### config.mk
export PLATFORM = sky130hd
export DESIGN_NAME = uriscv_irq_ctrl
export DESIGN_NICKNAME = d
export VERILOG_FILES = /design/src/rtl/uriscv_irq_ctrl_pkg.sv /design/src/rtl/uriscv_irq_sync.sv /design/src/rtl/uriscv_irq_ctrl.sv
export SDC_FILE = /design/constraint.sdc
export NUM_CORES = 1
export LEC_CHECK = 0
export ABC_AREA = 1
export CAP_MARGIN = 30
export CORE_AREA = 2 2 107 109
export DETAILED_ROUTE_END_ITERATION = 12
export DIE_AREA = 0 0 109 111
export PLACE_DENSITY = 0.84
export SYNTH_ARGS = -nofsm -noshare
export SYNTH_HDL_FRONTEND = slang
export SYNTH_SLANG_ARGS = --single-unit
### constraint.sdc
create_clock -name clk_i -period 5.4 [get_ports clk_i]
set_input_delay 0.81 -clock clk_i [delete_from_list [all_inputs] [get_ports clk_i]]
set_output_delay 0.81 -clock clk_i [all_outputs]
set_load 0.1 [all_outputs]
### src/rtl/uriscv_irq_ctrl_pkg.sv
// uriscv_defs: shared definitions for the interrupt controller slice.
//   - ID_W       : width of a source ID (0 = none, 1..31 = source index+1)
//   - REG_*      : byte offsets of the register map
//   - irq_state_e: controller FSM states
//   - reg_hit()  : word-address compare that ignores byte-lane bits
package uriscv_defs;

  localparam int ID_W = 5;

  localparam logic [7:0] REG_PENDING  = 8'h00;
  localparam logic [7:0] REG_ENABLE   = 8'h04;
  localparam logic [7:0] REG_EDGE     = 8'h08;
  localparam logic [7:0] REG_CLAIM    = 8'h0C;
  localparam logic [7:0] REG_COMPLETE = 8'h10;
  localparam logic [7:0] REG_BASE     = 8'h14;

  typedef enum logic {
    ST_IDLE       = 1'b0,
    ST_IN_SERVICE = 1'b1
  } irq_state_e;

  function automatic logic reg_hit(input logic [5:0] word_addr, input logic [7:0] offset);
    return word_addr == offset[7:2];
  endfunction

endpackage

### src/rtl/uriscv_irq_sync.sv
// uriscv_irq_sync: per-bit 2-flop synchronizer with rising-edge detect.
//   clk_i   in   clock
//   rst_i   in   asynchronous reset, active-low
//   async_i in   WIDTH raw asynchronous inputs
//   sync_o  out  WIDTH synchronized levels
//   rise_o  out  WIDTH one-cycle pulses on a synchronized 0->1 transition
module uriscv_irq_sync #(
  parameter int WIDTH = 8
) (
  input  logic             clk_i,
  input  logic             rst_i,
  input  logic [WIDTH-1:0] async_i,
  output logic [WIDTH-1:0] sync_o,
  output logic [WIDTH-1:0] rise_o
);

  logic [WIDTH-1:0] meta_q;
  logic [WIDTH-1:0] sync_q;
  logic [WIDTH-1:0] prev_q;

  always_ff @(posedge clk_i or negedge rst_i) begin
    if (!rst_i) begin
      meta_q <= '0;
      sync_q <= '0;
      prev_q <= '0;
    end else begin
      meta_q <= async_i;
      sync_q <= meta_q;
      prev_q <= sync_q;
    end
  end

  assign sync_o = sync_q;
  assign rise_o = sync_q & ~prev_q;

endmodule

### src/rtl/uriscv_irq_ctrl.sv
// uriscv_irq_ctrl: fixed-priority external interrupt controller with a
// claim/complete handshake towards the CSR unit.
//   clk_i        in   clock
//   rst_i        in   asynchronous reset, active-low
//   irq_i        in   NUM_IRQ raw interrupt sources
//   req_i/we_i   in   register access request / write enable
//   addr_i       in   byte address (bits [1:0] ignored)
//   wdata_i      in   write data
//   rdata_o      out  read data, valid with ack_o, otherwise 0
//   ack_o        out  access complete, one cycle after req_i
//   intr_o       out  interrupt request to the CSR unit
//   isr_vector_o out  handler address, BASE + 4*source index
module uriscv_irq_ctrl
  import uriscv_defs::*;
#(
  parameter int          NUM_IRQ     = 8,
  parameter logic [31:0] VECTOR_BASE = 32'h0000_0100
) (
  input  logic               clk_i,
  input  logic               rst_i,
  input  logic [NUM_IRQ-1:0] irq_i,
  input  logic               req_i,
  input  logic               we_i,
  input  logic [7:0]         addr_i,
  input  logic [31:0]        wdata_i,
  output logic [31:0]        rdata_o,
  output logic               ack_o,
  output logic               intr_o,
  output logic [31:0]        isr_vector_o
);

  logic [NUM_IRQ-1:0] sync_lvl, sync_rise;
  logic [NUM_IRQ-1:0] enable_q, edge_q, edge_pend_q, edge_pend_d;
  logic [NUM_IRQ-1:0] pending, active, win_onehot;
  logic [31:0]        base_q, rdata_q, rdata_d;
  logic               ack_q;
  logic [ID_W-1:0]    in_service_id_q, in_service_id_d;
  logic [ID_W-1:0]    win_idx, win_id, vec_idx;
  logic               has_winner;
  irq_state_e         state_q, state_d;

  logic [5:0] word_addr;
  logic       rd_req, wr_req, claim_fire, complete_fire, edge_wr;
  logic       unused_ok;

  assign word_addr = addr_i[7:2];
  assign unused_ok = ^addr_i[1:0];
  assign rd_req    = req_i & ~we_i;
  assign wr_req    = req_i & we_i;

  uriscv_irq_sync #(.WIDTH(NUM_IRQ)) u_sync (
    .clk_i   (clk_i),
    .rst_i   (rst_i),
    .async_i (irq_i),
    .sync_o  (sync_lvl),
    .rise_o  (sync_rise)
  );

  // Level sources mirror the synchronized input; edge sources use the sticky bit.
  assign pending = (edge_q & edge_pend_q) | (~edge_q & sync_lvl);
  assign active  = pending & enable_q;

  // Lowest index wins: scan from the top so the last hit is the lowest.
  always_comb begin
    has_winner = 1'b0;
    win_idx    = '0;
    win_onehot = '0;
    for (int i = NUM_IRQ - 1; i >= 0; i--) begin
      if (active[i]) begin
        has_winner    = 1'b1;
        win_idx       = ID_W'(i);
        win_onehot    = '0;
        win_onehot[i] = 1'b1;
      end
    end
  end

  assign win_id        = win_idx + ID_W'(1);
  assign claim_fire    = rd_req & reg_hit(word_addr, REG_CLAIM) & (state_q == ST_IDLE) & has_winner;
  assign complete_fire = wr_req & reg_hit(word_addr, REG_COMPLETE) & (state_q == ST_IN_SERVICE)
                         & (wdata_i[ID_W-1:0] == in_service_id_q);
  assign edge_wr       = wr_req & reg_hit(word_addr, REG_EDGE);

  // A new edge wins over a claim in the same cycle; flipping the mode drops the bit.
  always_comb begin
    edge_pend_d = edge_pend_q;
    if (claim_fire) edge_pend_d = edge_pend_d & ~win_onehot;
    edge_pend_d = edge_pend_d | (sync_rise & edge_q);
    if (edge_wr) edge_pend_d = edge_pend_d & ~(edge_q ^ wdata_i[NUM_IRQ-1:0]);
  end

  always_ff @(posedge clk_i or negedge rst_i) begin
    if (!rst_i) begin
      enable_q    <= '0;
      edge_q      <= '0;
      edge_pend_q <= '0;
      base_q      <= VECTOR_BASE;
    end else begin
      edge_pend_q <= edge_pend_d;
      if (wr_req && reg_hit(word_addr, REG_ENABLE)) enable_q <= wdata_i[NUM_IRQ-1:0];
      if (edge_wr) edge_q <= wdata_i[NUM_IRQ-1:0];
      if (wr_req && reg_hit(word_addr, REG_BASE)) base_q <= wdata_i;
    end
  end

  // Read data is captured with the request and presented alongside ack.
  always_comb begin
    rdata_d = '0;
    if (rd_req) begin
      if (reg_hit(word_addr, REG_PENDING))     rdata_d = 32'(pending);
      else if (reg_hit(word_addr, REG_ENABLE)) rdata_d = 32'(enable_q);
      else if (reg_hit(word_addr, REG_EDGE))   rdata_d = 32'(edge_q);
      else if (reg_hit(word_addr, REG_CLAIM))  rdata_d = claim_fire ? 32'(win_id) : 32'd0;
      else if (reg_hit(word_addr, REG_BASE))   rdata_d = base_q;
    end
  end

  always_ff @(posedge clk_i or negedge rst_i) begin
    if (!rst_i) begin
      ack_q   <= 1'b0;
      rdata_q <= '0;
    end else begin
      ack_q   <= req_i;
      rdata_q <= rdata_d;
    end
  end

  assign ack_o   = ack_q;
  assign rdata_o = rdata_q;

  // FSM state register.
  always_ff @(posedge clk_i or negedge rst_i) begin
    if (!rst_i) begin
      state_q         <= ST_IDLE;
      in_service_id_q <= '0;
    end else begin
      state_q         <= state_d;
      in_service_id_q <= in_service_id_d;
    end
  end

  // FSM next state.
  always_comb begin
    state_d         = state_q;
    in_service_id_d = in_service_id_q;
    case (state_q)
      ST_IDLE: begin
        if (claim_fire) begin
          state_d         = ST_IN_SERVICE;
          in_service_id_d = win_id;
        end
      end
      ST_IN_SERVICE: begin
        if (complete_fire) state_d = ST_IDLE;
      end
      default: state_d = ST_IDLE;
    endcase
  end

  // FSM outputs; with no winner win_idx is 0, so the vector falls back to BASE.
  always_comb begin
    intr_o  = 1'b0;
    vec_idx = win_idx;
    if (state_q == ST_IDLE) begin
      intr_o = has_winner;
    end else begin
      vec_idx = in_service_id_q - ID_W'(1);
    end
    isr_vector_o = base_q + {{(32-ID_W-2){1'b0}}, vec_idx, 2'b00};
  end

endmodule
==> out/metrics.csv, run 1 <==
metric,value,unit
share of the synthesized area in the top cell type,0.492,
fraction of registers with async set or reset after synthesis,1.00,
slew at the pin closest to its max-slew limit,1.02,ns
overall die area,12100,µm²
largest buffer count on any clock path,2,
floorplan core area,11100,µm²
via count,5277,
DRC violation count after routing,0,
final critical path time including I/O delays and setup,4.72,ns
Worst Slack Setup Final,0.684,ns
pre-CTS setup slack,1.19,ns
prevailing post-synth register cell,dfrtp_1,
DPL Wire Length,11500,µm
"EDFF count, synth",0,
CTS Sinks,118,
DR vias/cell,5.47,
class of the most critical setup path,reg2out,
CP Capture Type,primary output,
aggregate routed wire length,15700,µm
count of buffers inserted at the top-level ports,115,
arrival time of the worst setup path,3.91,ns
gate count of the mapped netlist,692,
number of setup violations in the final report,0,
DR pass1 iterations,5,
static leakage power,3.73,nW
Tcrit/Tclk final,0.873,
number of distinct library cell variants in the gate-level netlist after synthesis,44,
worst vdd rail ir drop,0.000231,V
amount of wire on met3 after detailed routing,1240,µm
final sum of negative setup slack,0,ns
largest fanout on the critical path,6,
power density over cell area,365,nW/µm²
Die W,109,µm
final weighted congestion in routability-driven placement,0.925,
total of warnings raised by yosys,0,
number of buffers inserted by hold repair at cts,0,
final net count,868,
post-CTS sizing,0,
Die Span Y,111,µm
site row count,39,
clk slew on worst S/H paths,0.06,ns
H-tree level count,4,
largest cells by area after synthesis,"dfrtp_1, nand2_1, inv_1",
Yosys top cell by area,dfrtp_1,
average cell area after synthesis,8.60,µm²
pin count of the biggest net entering global routing,72,
most frequent cell after synthesis,nand2_1,
RSZ-0062 raised after global routing,no,
number of fill cells,827,
Top Ports,118,
fraction of final layout cells with drive strength greater than 1,0.136,
WL met1,6120,µm
total count of max-transition violations in the final report,0,
Max-cap violations,0,
worst min-delay path category,reg2reg,
startpoint type of the worst setup path,flip-flop,
TritonCTS clock tree,yes,
met2 wire length,7830,µm
CP Data Required Time,4.59,ns
vias in the first global route,5257,
remaining global-route overflow,0,
highest metal layer with signal wires,met4,
Synth Cell Area,5950,µm²
first-pass GRT wire length,25100,µm
Inserted Clock Buffers,17,
insertion delay of the later-clocked pin in the worst-skew pair,0.42,ns
average wire per standard cell,16.3,µm
Overall Global Routing Usage,0.271,
number of antenna violations at the first check in global routing,0,
count of buffers added by post-CTS timing repair for setup,0,
CTS Root Cell,clkbuf_16,
Post-DRT Antenna Nets,0,
fmax,212,MHz
Fin. Hold Viols,0,
initial cell density of the core,0.537,
Final Skew,0.00414,ns
max-slew headroom at the worst pin,0.321,
commonest cells in the synthesized netlist,"nand2_1, dfrtp_1, inv_1",
detailed router's first-iteration violation count,334,
layout overhead on the synthesized area,30.8,%
diode insertion count for antenna repair,0,
total nets after synthesis,752,
sequential fraction of the synthesis area,0.497,
result of the run,completed,
number of storage elements in the synthesis netlist,118,
## state kept, by name, indices dropped and copies added, names as in the netlist
name / count
base_q: 32
rdata_o: 32
edge_pend_q: 8
edge_q: 8
enable_q: 8
u_sync.meta_q: 8
u_sync.prev_q: 8
u_sync.sync_o: 8
in_service_id_q: 4
ack_o: 1
state_q: 1
## logic make-up after synthesis
family / synth area share
mux: 0.00883
buf+inv: 0.0837
fa+ha+maj: 0.0181
xor+xnor: 0.0486
flops: 0.497
compound gates: 0.111
simple gates: 0.233
## area by class of cell
| cell class | count | area (µm²) | share of cell area |
|---|---|---|---|
| multi-input cells | 456 | 2500 | 0.321 |
| clock inverters | 11 | 196 | 0.0252 |
| well taps | 143 | 179 | 0.0230 |
| clock buffers | 21 | 470 | 0.0605 |
| flip-flops and latches | 118 | 2950 | 0.380 |
| repair buffers | 117 | 1120 | 0.143 |
| inverters | 98 | 368 | 0.0473 |
## per-stage QoR
step,hold slack [ns],std cells,utilization,power (mW),cell area (µm²)
after floorplan,0.331,692,-,1.41,5950
after global placement,0.332,931,0.640,1.57,7090
after detailed placement,0.335,932,0.642,1.58,7110
after CTS,0.348,964,0.702,2.85,7780
after global routing,0.354,964,0.702,2.94,7780
final,0.346,964,0.702,2.84,7780
## final timing paths
path / from / endpoint / slack [ns] / cells after the start
worst max-delay path: edge_q[4] / isr_vector_o[20] / 0.68 / 13
worst min-delay path: u_sync.meta_q[7] / u_sync.sync_o[7] / 0.35 / 0
worst max register to register: edge_q[4] / rdata_o[2] / 3.31 / 13
worst min register to register: u_sync.meta_q[7] / u_sync.sync_o[7] / 0.35 / 0
max in group asynchronous: rst_i / rdata_o[7] / 3.80 / 2
min in group asynchronous: rst_i / base_q[12] / 0.49 / 1
## critical path, cell delays in order, from the launching register on
cell and delay, ns:
dfrtp_1 0.45, inv_2 0.06, nand2_1 0.10, nand3_2 0.13, nand3_1 0.15, nand4_1 0.12
nand2_1 0.16, o21ai_0 0.10, ha_1 0.22, fa_1 0.45, nand4_1 0.13, nand2_1 0.09
xor2_1 0.16, clkdlybuf4s50_1 1.15
## cell usage in the layout (no fill, tap or decap), drive strengths merged, types with 2 or more instances in the layout
master         synthesis  final
dfrtp                117    117
nand3                 24     24
ha                     7      7
xnor2                  3      3
a21oi                 54     54
clkinvlp               0      2
o22ai                  3      3
xor2                  30     30
clkdlybuf4s50          0     90
nand4                 12     12
bufinv                 0      5
nand2                147    147
nor4                   7      7
nor2                  60     60
o21ai                 51     51
buf                   11     27
inv                   98     98
mux2                   4      4
clkbuf                 9     21
a22oi                  5      5
a211oi                 3      3
nor3                  39     39
clkinv                 0      4
## where the power goes
group | switching (mW) | leakage (nW) | total [mW] | internal [mW]
clock network | 0.405 | 0.319 | 1.26 | 0.856
registers | 0.0433 | 1.41 | 0.975 | 0.931
logic | 0.445 | 2.00 | 0.602 | 0.157
total | 0.894 | 3.73 | 2.84 | 1.94
## layer usage
layer	up-vias	GRT usage
li1	2470	-
met3	53	0.0635
met4	0	0.132
met1	2471	0.326
met5	-	0
met2	283	0.451
Note: power is estimated with default switching activity, not from simulation.
==> inputs of run 2 (changes only) <==
==> constraint.sdc (replaced) <==
create_clock -name clk_i -period 5.4 [get_ports clk_i]
set_input_delay 0.54 -clock clk_i [delete_from_list [all_inputs] [get_ports clk_i]]
set_output_delay 0.54 -clock clk_i [all_outputs]
set_load 0.1 [all_outputs]
==> run 2 against run 1 <==
  * Power is 5.8% lower
  * Count of clock-buffer cells in the layout is 2 higher
  * Wire length down 1.6%
  * Via count shrank 1.0%
  * Critical endpoint is now isr_vector_o[9]
==> out/metrics.csv, run 2 (synthesized netlist as in run 1, its figures left out) <==
metric,value,unit,change
result of the run,completed,,unchanged
largest buffer count on any clock path,2,,unchanged
delay contributed by the slowest stage of the critical path,1.18,ns,was 1.15 ns
detailed router's first-iteration violation count,336,,was 334
via count,5223,,was 5277
arrival time of the worst setup path,4.17,ns,was 3.91 ns
minimum hold slack,0.246,ns,was 0.346 ns
global-route layer with the greatest usage,met2,,unchanged
DPL Wire Length,11300,µm,was 11500 µm
"most used cell, CP",nand2_1,,unchanged
largest fanout on the critical path,5,,was 6
H-tree level count,4,,unchanged
"commonest non-fill, non-tap cells in the layout","nand2_1, dfrtp_1, clkdlybuf4s50_1",,unchanged
diode insertion count for antenna repair,0,,unchanged
total design power,2.67,mW,was 2.84 mW
number of setup violations in the final report,0,,unchanged
pre-CTS setup slack,1.18,ns,was 1.19 ns
cell type of the slowest stage on the worst timing path,clkdlybuf4s50_1,,unchanged
overall die area,12100,µm²,unchanged
Post-DRT Antenna Nets,0,,unchanged
Overall Global Routing Usage,0.270,,was 0.271
TritonCTS clock tree,yes,,unchanged
aggregate routed wire length,15500,µm,was 15700 µm
"most common cell after layout, fill and taps aside",nand2_1,,unchanged
final weighted congestion in routability-driven placement,0.915,,was 0.925
DRC violation count after routing,0,,unchanged
layout overhead on the synthesized area,29.8,%,was 30.8%
CP Data Required Time,4.86,ns,was 4.59 ns
post-CTS sizing,0,,unchanged
DR vias/cell,5.42,,was 5.47
max-slew headroom at the worst pin,0.283,,was 0.321
CTS Sinks,118,,unchanged
worst vdd rail ir drop,0.000191,V,was 0.000231 V
"Cell Count, Final, Fillers Out",964,,unchanged
startpoint type of the worst setup path,flip-flop,,unchanged
kind of cell adding the most delay to the critical path,buffers and inverters,,unchanged
number of buffers inserted by hold repair at cts,0,,unchanged
final net count,868,,unchanged
insertion delay of the later-clocked pin in the worst-skew pair,0.41,ns,was 0.42 ns
Inserted Clock Buffers,17,,unchanged
site row count,39,,unchanged
RSZ-0062 raised after global routing,no,,unchanged
clk slew on worst S/H paths,0.05,ns,was 0.06 ns
static leakage power,3.68,nW,was 3.73 nW
CTS Root Cell,clkbuf_16,,unchanged
Fin. Hold Viols,0,,unchanged
critical path buffer and inverter count,3,,was 2
final critical path time including I/O delays and setup,4.71,ns,was 4.72 ns
Final Skew,0.00637,ns,was 0.00414 ns
CP Capture Type,primary output,,unchanged
dpl cells,932,,unchanged
average wire per standard cell,16.0,µm,was 16.3 µm
vias in the first global route,5202,,was 5257
slew at the pin closest to its max-slew limit,1.07,ns,was 1.02 ns
worst min-delay path category,in2async,,was reg2reg
first-pass GRT wire length,25200,µm,was 25100 µm
worst path cell trace,inv_1 > nand2_1 > nand3_1 > nand2_2 > nor2_4 > nor2_2 > nand2_1 > o21ai_0 > ha_1 > nand3_1 > nand2_1 > inv_1 > nor2_1 > nor2_2 > nor3_2 > xor2_1 > clkdlybuf4s50_1,,was inv_2 > nand2_1 > nand3_2 > nand3_1 > nand4_1 > nand2_1 > o21ai_0 > ha_1 > fa_1 > nand4_1 > nand2_1 > xor2_1 > clkdlybuf4s50_1
Tcrit/Tclk final,0.872,,was 0.873
Die W,109,µm,unchanged
final sum of negative setup slack,0,ns,unchanged
register-to-register setup slack,3.34,ns,was 3.31 ns
fraction of final layout cells with drive strength greater than 1,0.119,,was 0.136
remaining global-route overflow,0,,unchanged
global routing met2 resource utilization,0.456,,was 0.451
pin count of the biggest net entering global routing,68,,was 72
power density over cell area,346,nW/µm²,was 365 nW/µm²
count of buffers inserted at the top-level ports,115,,unchanged
DR pass1 iterations,5,,unchanged
routing usage on met1,0.340,,was 0.326
total count of max-transition violations in the final report,0,,unchanged
count of buffers added by post-CTS timing repair for setup,0,,unchanged
Worst Slack Setup Final,0.692,ns,was 0.684 ns
initial cell density of the core,0.537,,unchanged
floorplan core area,11100,µm²,unchanged
class of the most critical setup path,reg2out,,unchanged
Top Ports,118,,unchanged
Max-cap violations,0,,unchanged
number of antenna violations at the first check in global routing,0,,unchanged
fmax,212,MHz,about the same
met3 Usage GRT,0.0547,,was 0.0635
Die Span Y,111,µm,unchanged
run 2: cell count changes in the layout (fill, tap and decap cells not counted):
cell             delta
clkdlybuf4s50_1    +12
bufinv_16           -3
clkinv_2            +4
clkinv_4            -3
buf_4              -12
clkbuf_1            +2
run 2: per-layer routing:
| layer | up-vias | part of all wire |
|---|---|---|
| li1 | 2474 | - |
| met1 | 2478 | 0.40 |
| met2 | 246 | 0.50 |
| met3 | 25 | 0.073 |
| met4 | 0 | 0.019 |
| met5 | - | 0 |
run 2: final timing paths:
path                            depth (start not counted)        startpoint          endpoint
max in group asynchronous                               2             rst_i         base_q[9]
worst min register to register                          0  u_sync.meta_q[6]  u_sync.sync_o[6]
worst max-delay path                                   17         edge_q[7]   isr_vector_o[9]
worst max register to register                         13         edge_q[7]        rdata_o[1]
worst min-delay path                                    1             rst_i       enable_q[0]
min in group clk_i                                      0  u_sync.meta_q[6]  u_sync.sync_o[6]
run 2: worst register-to-register path, cell delays in order (launching register included):
cell	delay, ns
dfrtp_1	0.43
inv_1	0.10
nand2_1	0.08
nand3_1	0.14
inv_1	0.08
nand3_1	0.10
nand4_1	0.09
nand2_1	0.14
inv_1	0.06
ha_1	0.28
inv_1	0.05
o21ai_1	0.20
nand2_1	0.09
a21oi_1	0.13
run 2: layout make-up:
class                      count  area (µm²)
tap                          143         179
inverter                      98         368
fill                         862        3350
timing repair buffer         117        1150
multi-input combinational    456        2500
clock inverter                 9         100
clock buffer                  23         478
sequential                   118        2950
run 2: stage by stage:
| step | instance area [µm²] | util |
|---|---|---|
| finish | 7720 | 0.697 |
| global route | 7720 | 0.697 |
| CTS | 7720 | 0.697 |
| detailed placement | 7140 | 0.645 |
| global placement | 7120 | 0.643 |
| floorplan | 5950 | - |
run 2: report_power, final:
group | internal [mW] | switching, mW | total (mW)
clock | 0.711 | 0.386 | 1.10
sequential | 0.932 | 0.0430 | 0.975
combinational | 0.159 | 0.444 | 0.603
